### config.mk
export PLATFORM = sky130hd
export DESIGN_NAME = led_display_top
export DESIGN_NICKNAME = d
export VERILOG_FILES = /design/src/rtl/led_display_pkg.sv /design/src/rtl/led_display_hc595_shifter.sv /design/src/rtl/led_display_top.sv
export SDC_FILE = /design/constraint.sdc
export NUM_CORES = 1
export LEC_CHECK = 0
export ABC_AREA = 1
export CAP_MARGIN = 20
export CORE_MARGIN = 1.5
export CORE_UTILIZATION = 65
export DETAILED_ROUTE_END_ITERATION = 8
export DONT_BUFFER_PORTS = 1
export PLACE_DENSITY = 0.81
export SYNTH_ARGS = -nofsm -noshare
export SYNTH_HDL_FRONTEND = slang
export SYNTH_HIERARCHICAL = 1
export SYNTH_SLANG_ARGS = --single-unit
### constraint.sdc
create_clock -name external_clk -period 4.85 [get_ports external_clk]
set_clock_uncertainty 0.05 [all_clocks]
set_input_delay 0 -clock external_clk [delete_from_list [all_inputs] [get_ports external_clk]]
set_output_delay 0 -clock external_clk [all_outputs]
set_load 0.005 [all_outputs]
### src/rtl/led_display_pkg.sv
// Shared types and helpers for the 8-digit 7-segment scan display.
// Segment bytes are active-low: bit7 = dp, bits6..0 = g..a.
package led_display_pkg;

    localparam int unsigned NUM_DIGITS = 8;
    localparam int unsigned DIGIT_W    = $clog2(NUM_DIGITS);

    typedef enum logic [1:0] {
        SHIFT,
        LATCH,
        IDLE
    } state_e;

    function automatic logic [7:0] seg7(input logic [3:0] bcd);
        logic [7:0] seg;
        case (bcd)
            4'd0:    seg = 8'hC0;
            4'd1:    seg = 8'hF9;
            4'd2:    seg = 8'hA4;
            4'd3:    seg = 8'hB0;
            4'd4:    seg = 8'h99;
            4'd5:    seg = 8'h92;
            4'd6:    seg = 8'h82;
            4'd7:    seg = 8'hF8;
            4'd8:    seg = 8'h80;
            4'd9:    seg = 8'h90;
            default: seg = 8'hFF;
        endcase
        return seg;
    endfunction

endpackage

### src/rtl/led_display_hc595_shifter.sv
// Serialises one 16-bit word MSB first into a 74HC595 cascade, then pulses rck.
// A start request restarts the sequence from any state.
module hc595_shifter
    import led_display_pkg::*;
#(
    parameter int unsigned SCK_HALF = 4
) (
    input  logic        clk_i,
    input  logic        rst_ni,
    input  logic        start_i,
    input  logic [15:0] data_i,
    output logic        ser_o,
    output logic        sck_o,
    output logic        rck_o,
    output logic        done_o
);

    state_e      state_q;
    logic [15:0] shreg_q;
    logic [3:0]  bit_q;
    logic [31:0] phase_q;

    always_ff @(posedge clk_i or negedge rst_ni) begin
        if (!rst_ni) begin
            state_q <= SHIFT;
            shreg_q <= '0;
            bit_q   <= '0;
            phase_q <= '0;
            ser_o   <= 1'b0;
            sck_o   <= 1'b0;
            rck_o   <= 1'b0;
            done_o  <= 1'b0;
        end else if (start_i) begin
            state_q <= SHIFT;
            shreg_q <= data_i;
            bit_q   <= '0;
            phase_q <= '0;
            ser_o   <= data_i[15];
            sck_o   <= 1'b0;
            rck_o   <= 1'b0;
            done_o  <= 1'b0;
        end else begin
            done_o <= 1'b0;
            case (state_q)
                SHIFT: begin
                    if (phase_q == SCK_HALF - 1) begin
                        phase_q <= '0;
                        if (!sck_o) begin
                            sck_o <= 1'b1;
                        end else begin
                            // End of a high phase: present the next bit, or go latch.
                            sck_o <= 1'b0;
                            if (bit_q == 4'd15) begin
                                state_q <= LATCH;
                                ser_o   <= 1'b0;
                                rck_o   <= 1'b1;
                            end else begin
                                bit_q   <= bit_q + 4'd1;
                                shreg_q <= {shreg_q[14:0], 1'b0};
                                ser_o   <= shreg_q[14];
                            end
                        end
                    end else begin
                        phase_q <= phase_q + 32'd1;
                    end
                end
                LATCH: begin
                    if (phase_q == SCK_HALF - 1) begin
                        phase_q <= '0;
                        rck_o   <= 1'b0;
                        done_o  <= 1'b1;
                        state_q <= IDLE;
                    end else begin
                        phase_q <= phase_q + 32'd1;
                    end
                end
                IDLE: begin
                    ser_o <= 1'b0;
                    sck_o <= 1'b0;
                    rck_o <= 1'b0;
                end
                default: state_q <= IDLE;
            endcase
        end
    end

endmodule

### src/rtl/led_display_top.sv
// 8-digit BCD counter shown on a 7-segment display through two cascaded 74HC595s.
// One digit is refreshed per frame; frames start every DIGIT_CYCLES clocks.
module led_display_top
    import led_display_pkg::*;
#(
    parameter int unsigned SCK_HALF     = 4,
    parameter int unsigned DIGIT_CYCLES = 100_000,
    parameter int unsigned TICK_CYCLES  = 100_000_000
) (
    input  logic external_clk,
    input  logic external_rstn,
    output logic ser,
    output logic sck,
    output logic rck
);

    logic [NUM_DIGITS-1:0][3:0] bcd_q;
    logic [NUM_DIGITS-1:0][3:0] bcd_inc;
    logic [31:0]                tick_cnt_q;
    logic [31:0]                frame_cnt_q;
    logic [DIGIT_W-1:0]         digit_q;
    logic [DIGIT_W-1:0]         digit_next;
    logic                       start_pending_q;
    logic                       frame_done_q;
    logic                       frame_start;
    logic                       shift_done;
    logic [15:0]                frame_word;
    logic [NUM_DIGITS-1:0]      sel;

    always_comb begin
        logic carry;
        bcd_inc = bcd_q;
        carry   = 1'b1;
        for (int i = 0; i < NUM_DIGITS; i++) begin
            if (carry) begin
                if (bcd_q[i] == 4'd9) begin
                    bcd_inc[i] = 4'd0;
                end else begin
                    bcd_inc[i] = bcd_q[i] + 4'd1;
                    carry      = 1'b0;
                end
            end
        end
    end

    // The frame done flag guards against restarting a shifter that is still busy.
    assign frame_start = start_pending_q ||
                         ((frame_cnt_q >= DIGIT_CYCLES - 1) && frame_done_q);
    assign digit_next  = start_pending_q ? '0 : digit_q + DIGIT_W'(1);
    assign sel         = ~(NUM_DIGITS'(1) << digit_next);
    assign frame_word  = {seg7(bcd_q[digit_next]), sel};

    always_ff @(posedge external_clk or negedge external_rstn) begin
        if (!external_rstn) begin
            tick_cnt_q <= '0;
            bcd_q      <= '0;
        end else if (tick_cnt_q == TICK_CYCLES - 1) begin
            tick_cnt_q <= '0;
            bcd_q      <= bcd_inc;
        end else begin
            tick_cnt_q <= tick_cnt_q + 32'd1;
        end
    end

    always_ff @(posedge external_clk or negedge external_rstn) begin
        if (!external_rstn) begin
            frame_cnt_q     <= '0;
            digit_q         <= '0;
            start_pending_q <= 1'b1;
            frame_done_q    <= 1'b0;
        end else if (frame_start) begin
            frame_cnt_q     <= '0;
            digit_q         <= digit_next;
            start_pending_q <= 1'b0;
            frame_done_q    <= 1'b0;
        end else begin
            if (frame_cnt_q != '1) begin
                frame_cnt_q <= frame_cnt_q + 32'd1;
            end
            if (shift_done) begin
                frame_done_q <= 1'b1;
            end
        end
    end

    hc595_shifter #(
        .SCK_HALF(SCK_HALF)
    ) u_shifter (
        .clk_i  (external_clk),
        .rst_ni (external_rstn),
        .start_i(frame_start),
        .data_i (frame_word),
        .ser_o  (ser),
        .sck_o  (sck),
        .rck_o  (rck),
        .done_o (shift_done)
    );

endmodule

==> flow_summary_export.csv <==
group,metric,value,unit
status,run_status,"complete, no violations",
placement,dp.final_hpwl,16050,um
layout,diode_count,0,
timing,hold_viol,0,
yosys,yosys_warnings,6,
critical_path,cp.buffers_inverters,4,
placement,globalplace.congestion,0.9106,
yosys,largest_family_of_logic_cells_by_synthesized_area,"simple AND/OR/NAND/NOR gates",
yosys,sequential_area_share_after_synthesis,0.3937,
yosys,yosysUniqueCellTypes,48,
timing,final_report_setup_violation_count,0,
global_routing,grt_overflow_total,0,
yosys,synth_top_flop_cell,"dfrtp_1",
die,die_h,127.3,um
die,die_area,0.01621,mm^2
yosys,synth-edff-count,0,
yosys,synth_nets,1480,
clocking,count_of_hold_buffers_inserted_by_post_cts_repair,2,
pwr,p_per_area,281.0,mW/mm^2
global_routing,number_of_global_route_vias_before_repair,8506,
layout,finish.net_count,1479,
layout,multiInputGateArea,0.005278,mm^2
detailed_routing,route.detailed.drc,0,
timing,hold_slack,0.1940,ns
yosys,synth_area_per_inst,6.857,um^2
clocking,clk_transition_reported_paths,0.06,ns
critical_path,endpoint_kind,"register",
timing,final_period_minus_worst_setup_slack,3.353,ns
die,design.core.area,0.01515,mm^2
clocking,clock_h_tree_levels,4,
die,rows,45,
timing,timing.fmax,298.3,MHz
detailed_routing,route.detailed.wl_per_inst,13.86,um
timing,max-slew-margin-rel,0.4646,
global_routing,grt_max_degree,159,
yosys,synth_xor_xnor_area_share,0.04708,
yosys,yosys.area_share.adder,0.01619,
yosys,async_flop_share,1.000,
layout,fill_cells,1276,
critical_path,max_fanout_on_critical_path,24,
clocking,cts.sink_count,158,
layout,layout.cells.most_common,"nand2_1",
clocking,numCtsBuffers,17,
critical_path,cp_top_family,"simple AND/OR/NAND/NOR gates",
detailed_routing,number_of_vias_in_the_routed_layout,9238,
timing,worst_slew_pin_slew,0.8032,ns
clocking,tritoncts,"done",
detailed_routing,total_wire_length,23090,um
yosys,synth_area,0.01005,mm^2
global_routing,antenna_violations_before_repair,0,
yosys,synth-compound-area-share,0.04758,
global_routing,grt_first_pass_wirelength,39830,um
timing,min_period_over_period,0.6913,
yosys,synth.area.mux_share,0,
yosys,post-synth-top-area-cell,"dfrtp_1",
die,starting_density_of_the_core,0.6633,
global_routing,grt_util_all_layers,0.3013,
pwr,leakage,5.072,nW
pwr,vdd_drop_max,274.7,uV
critical_path,worstPathArrival,3.63,ns
critical_path,critical_path_required,5.13,ns
timing,final-max-slew-violation-count,0,
layout,synthesis_to_layout_area_growth,7.324,%
clocking,cts-root-to-sink-buffers,2,
critical_path,worst_setup_path_start_kind,"register",
clocking,clkLatencyLatePin,0.43,ns
detailed_routing,detail_route.vias_per_cell,5.548,
clocking,postCtsSetupBuffers,0,
yosys,postSynthRegisterBits,158,
yosys,synth_simple_gate_area_frac,0.4138,
critical_path,timing.critical_path.cells,"ha_1 > nand2_1 > o21ai_0 > nand2_1 > nand2_1 > nand2_1 > nand2_1 > nand2_2 > nand2_1 > buf_4 > inv_1 > buf_4 > nand2_1 > inv_1 > nand2_1 > o21ai_0 > nor2_1 > nand3_1 > nand2_1 > nand2_1",
clocking,cts.root.buffer_cell,"clkbuf_16",
critical_path,critPathMaxStageDelay,0.38,ns
die,chipWidth,127.3,um
critical_path,worst_path_most_repeated_cell,"nand2_1",
timing,setup-tns-final,0,ns
detailed_routing,detail-route-antenna-nets,0,
timing,unrepaired_setup_endpoints_after_global_routing,"false",
placement,io_port_bufs,0,
min_path,holdCritPathClass,"in -> async",
yosys,netlist.area_leader.share,0.3911,
layout,final_layout_size_suffix_gt1_frac,0.05552,
critical_path,cpMaxStageDelayCell,"dfrtp_1",
detailed_routing,drt_pass1_iterations,5,
die,number_of_top_level_design_ports,5,
critical_path,timing_worst_setup_path_type,"reg -> reg",
layout,layout.area.seq,0.003955,mm^2
detailed_routing,detail_route.iter0.violations,750,
flow_run,cap_violations,0,
layout,most-common-layout-cells,"nand2_1, nor2_1, inv_1, dfrtp_1, nand3_1",
clocking,cts_repair_resize_count,0,
yosys,post_synth_inst_count,1465,
yosys,synth.area.top_cells,"dfrtp_1, nand2_1, nor2_1",
worst paths after layout:
check / end / start / slack, ns / cells past startpoint
min in group external_clk: frame_done_q / u_shifter/done_o / 0.43 / 2
hold reg to reg: frame_done_q / u_shifter/done_o / 0.43 / 2
setup / recovery: u_shifter/state_q[0] / frame_cnt_q[1] / 1.50 / 20
hold / removal: u_shifter/phase_q[6] / external_rstn / 0.19 / 2
setup reg to reg: u_shifter/state_q[0] / frame_cnt_q[1] / 1.50 / 20
max in group asynchronous: bcd_q[2] / external_rstn / 3.91 / 2
final cells by class:
| type | count | area share |
|---|---|---|
| multi-input cells | 1105 | 0.4895 |
| repair buffers | 5 | 0.005570 |
| clock inverters | 10 | 0.009516 |
| well taps | 188 | 0.02182 |
| flip-flops and latches | 158 | 0.3668 |
| clock buffers | 22 | 0.04491 |
| inverters | 177 | 0.06185 |
metal layers:
layer | part of all wire | vias to the layer above | GRT usage
li1 | - | 4646 | -
met1 | 0.46 | 4316 | 0.4133
met2 | 0.48 | 245 | 0.4967
met3 | 0.044 | 31 | 0.04941
met4 | 0.017 | 0 | 0.08623
met5 | 0 | - | 0
through the flow:
stage | setup WS (ns) | instance area, um^2 | util | total power [mW] | std cells
final | 1.497 | 10780 | 0.7119 | 3.030 | 1665
after global routing | 1.190 | 10780 | 0.7119 | 3.138 | 1665
after CTS | 1.574 | 10780 | 0.7119 | 3.038 | 1665
after detailed placement | 1.645 | 10160 | 0.6706 | 1.679 | 1631
after global placement | 1.762 | 10160 | 0.6706 | 1.673 | 1631
after floorplan | 2.389 | 10050 | - | 1.618 | 1465
kinds of logic after synthesis:
kind of cell               Yosys count
and+or+nand+nor                    948
other                                2
xor gates and xnor gates            54
AOI/OAI and AO/OA                   88
buffers and inverters              202
adders and majority gates           13
DFF                                158
power by group:
part | leakage, nW | internal (mW) | total (mW) | switching (mW)
registers | 2.15 | 1.36 | 1.41 | 0.0448
clock network | 0.284 | 0.769 | 1.34 | 0.571
logic | 2.64 | 0.0784 | 0.285 | 0.206
state kept, by name (all words and copies together), names as in the netlist:
register and flops:
u_shifter/ser_o 1, u_shifter/state_q 2, digit_q 3, frame_cnt_q 32
tick_cnt_q 32, bcd_q 32, u_shifter/shreg_q 15, u_shifter/phase_q 32
start_pending_q 1, u_shifter/sck_o 1, u_shifter/bit_q 4, u_shifter/rck_o 1
frame_done_q 1, u_shifter/done_o 1
Yosys cell counts, drive strengths merged (6+ instances only):
cell type / number
ha: 13
xor2: 45
dfrtp: 157
inv: 175
nand4: 38
nand3: 138
xnor2: 9
a21oi: 13
o21ai: 65
nor2: 242
nor3b: 6
nand3b: 12
nand2: 456
buf: 21
nor3: 48
Power figures use the tool's default switching activity.
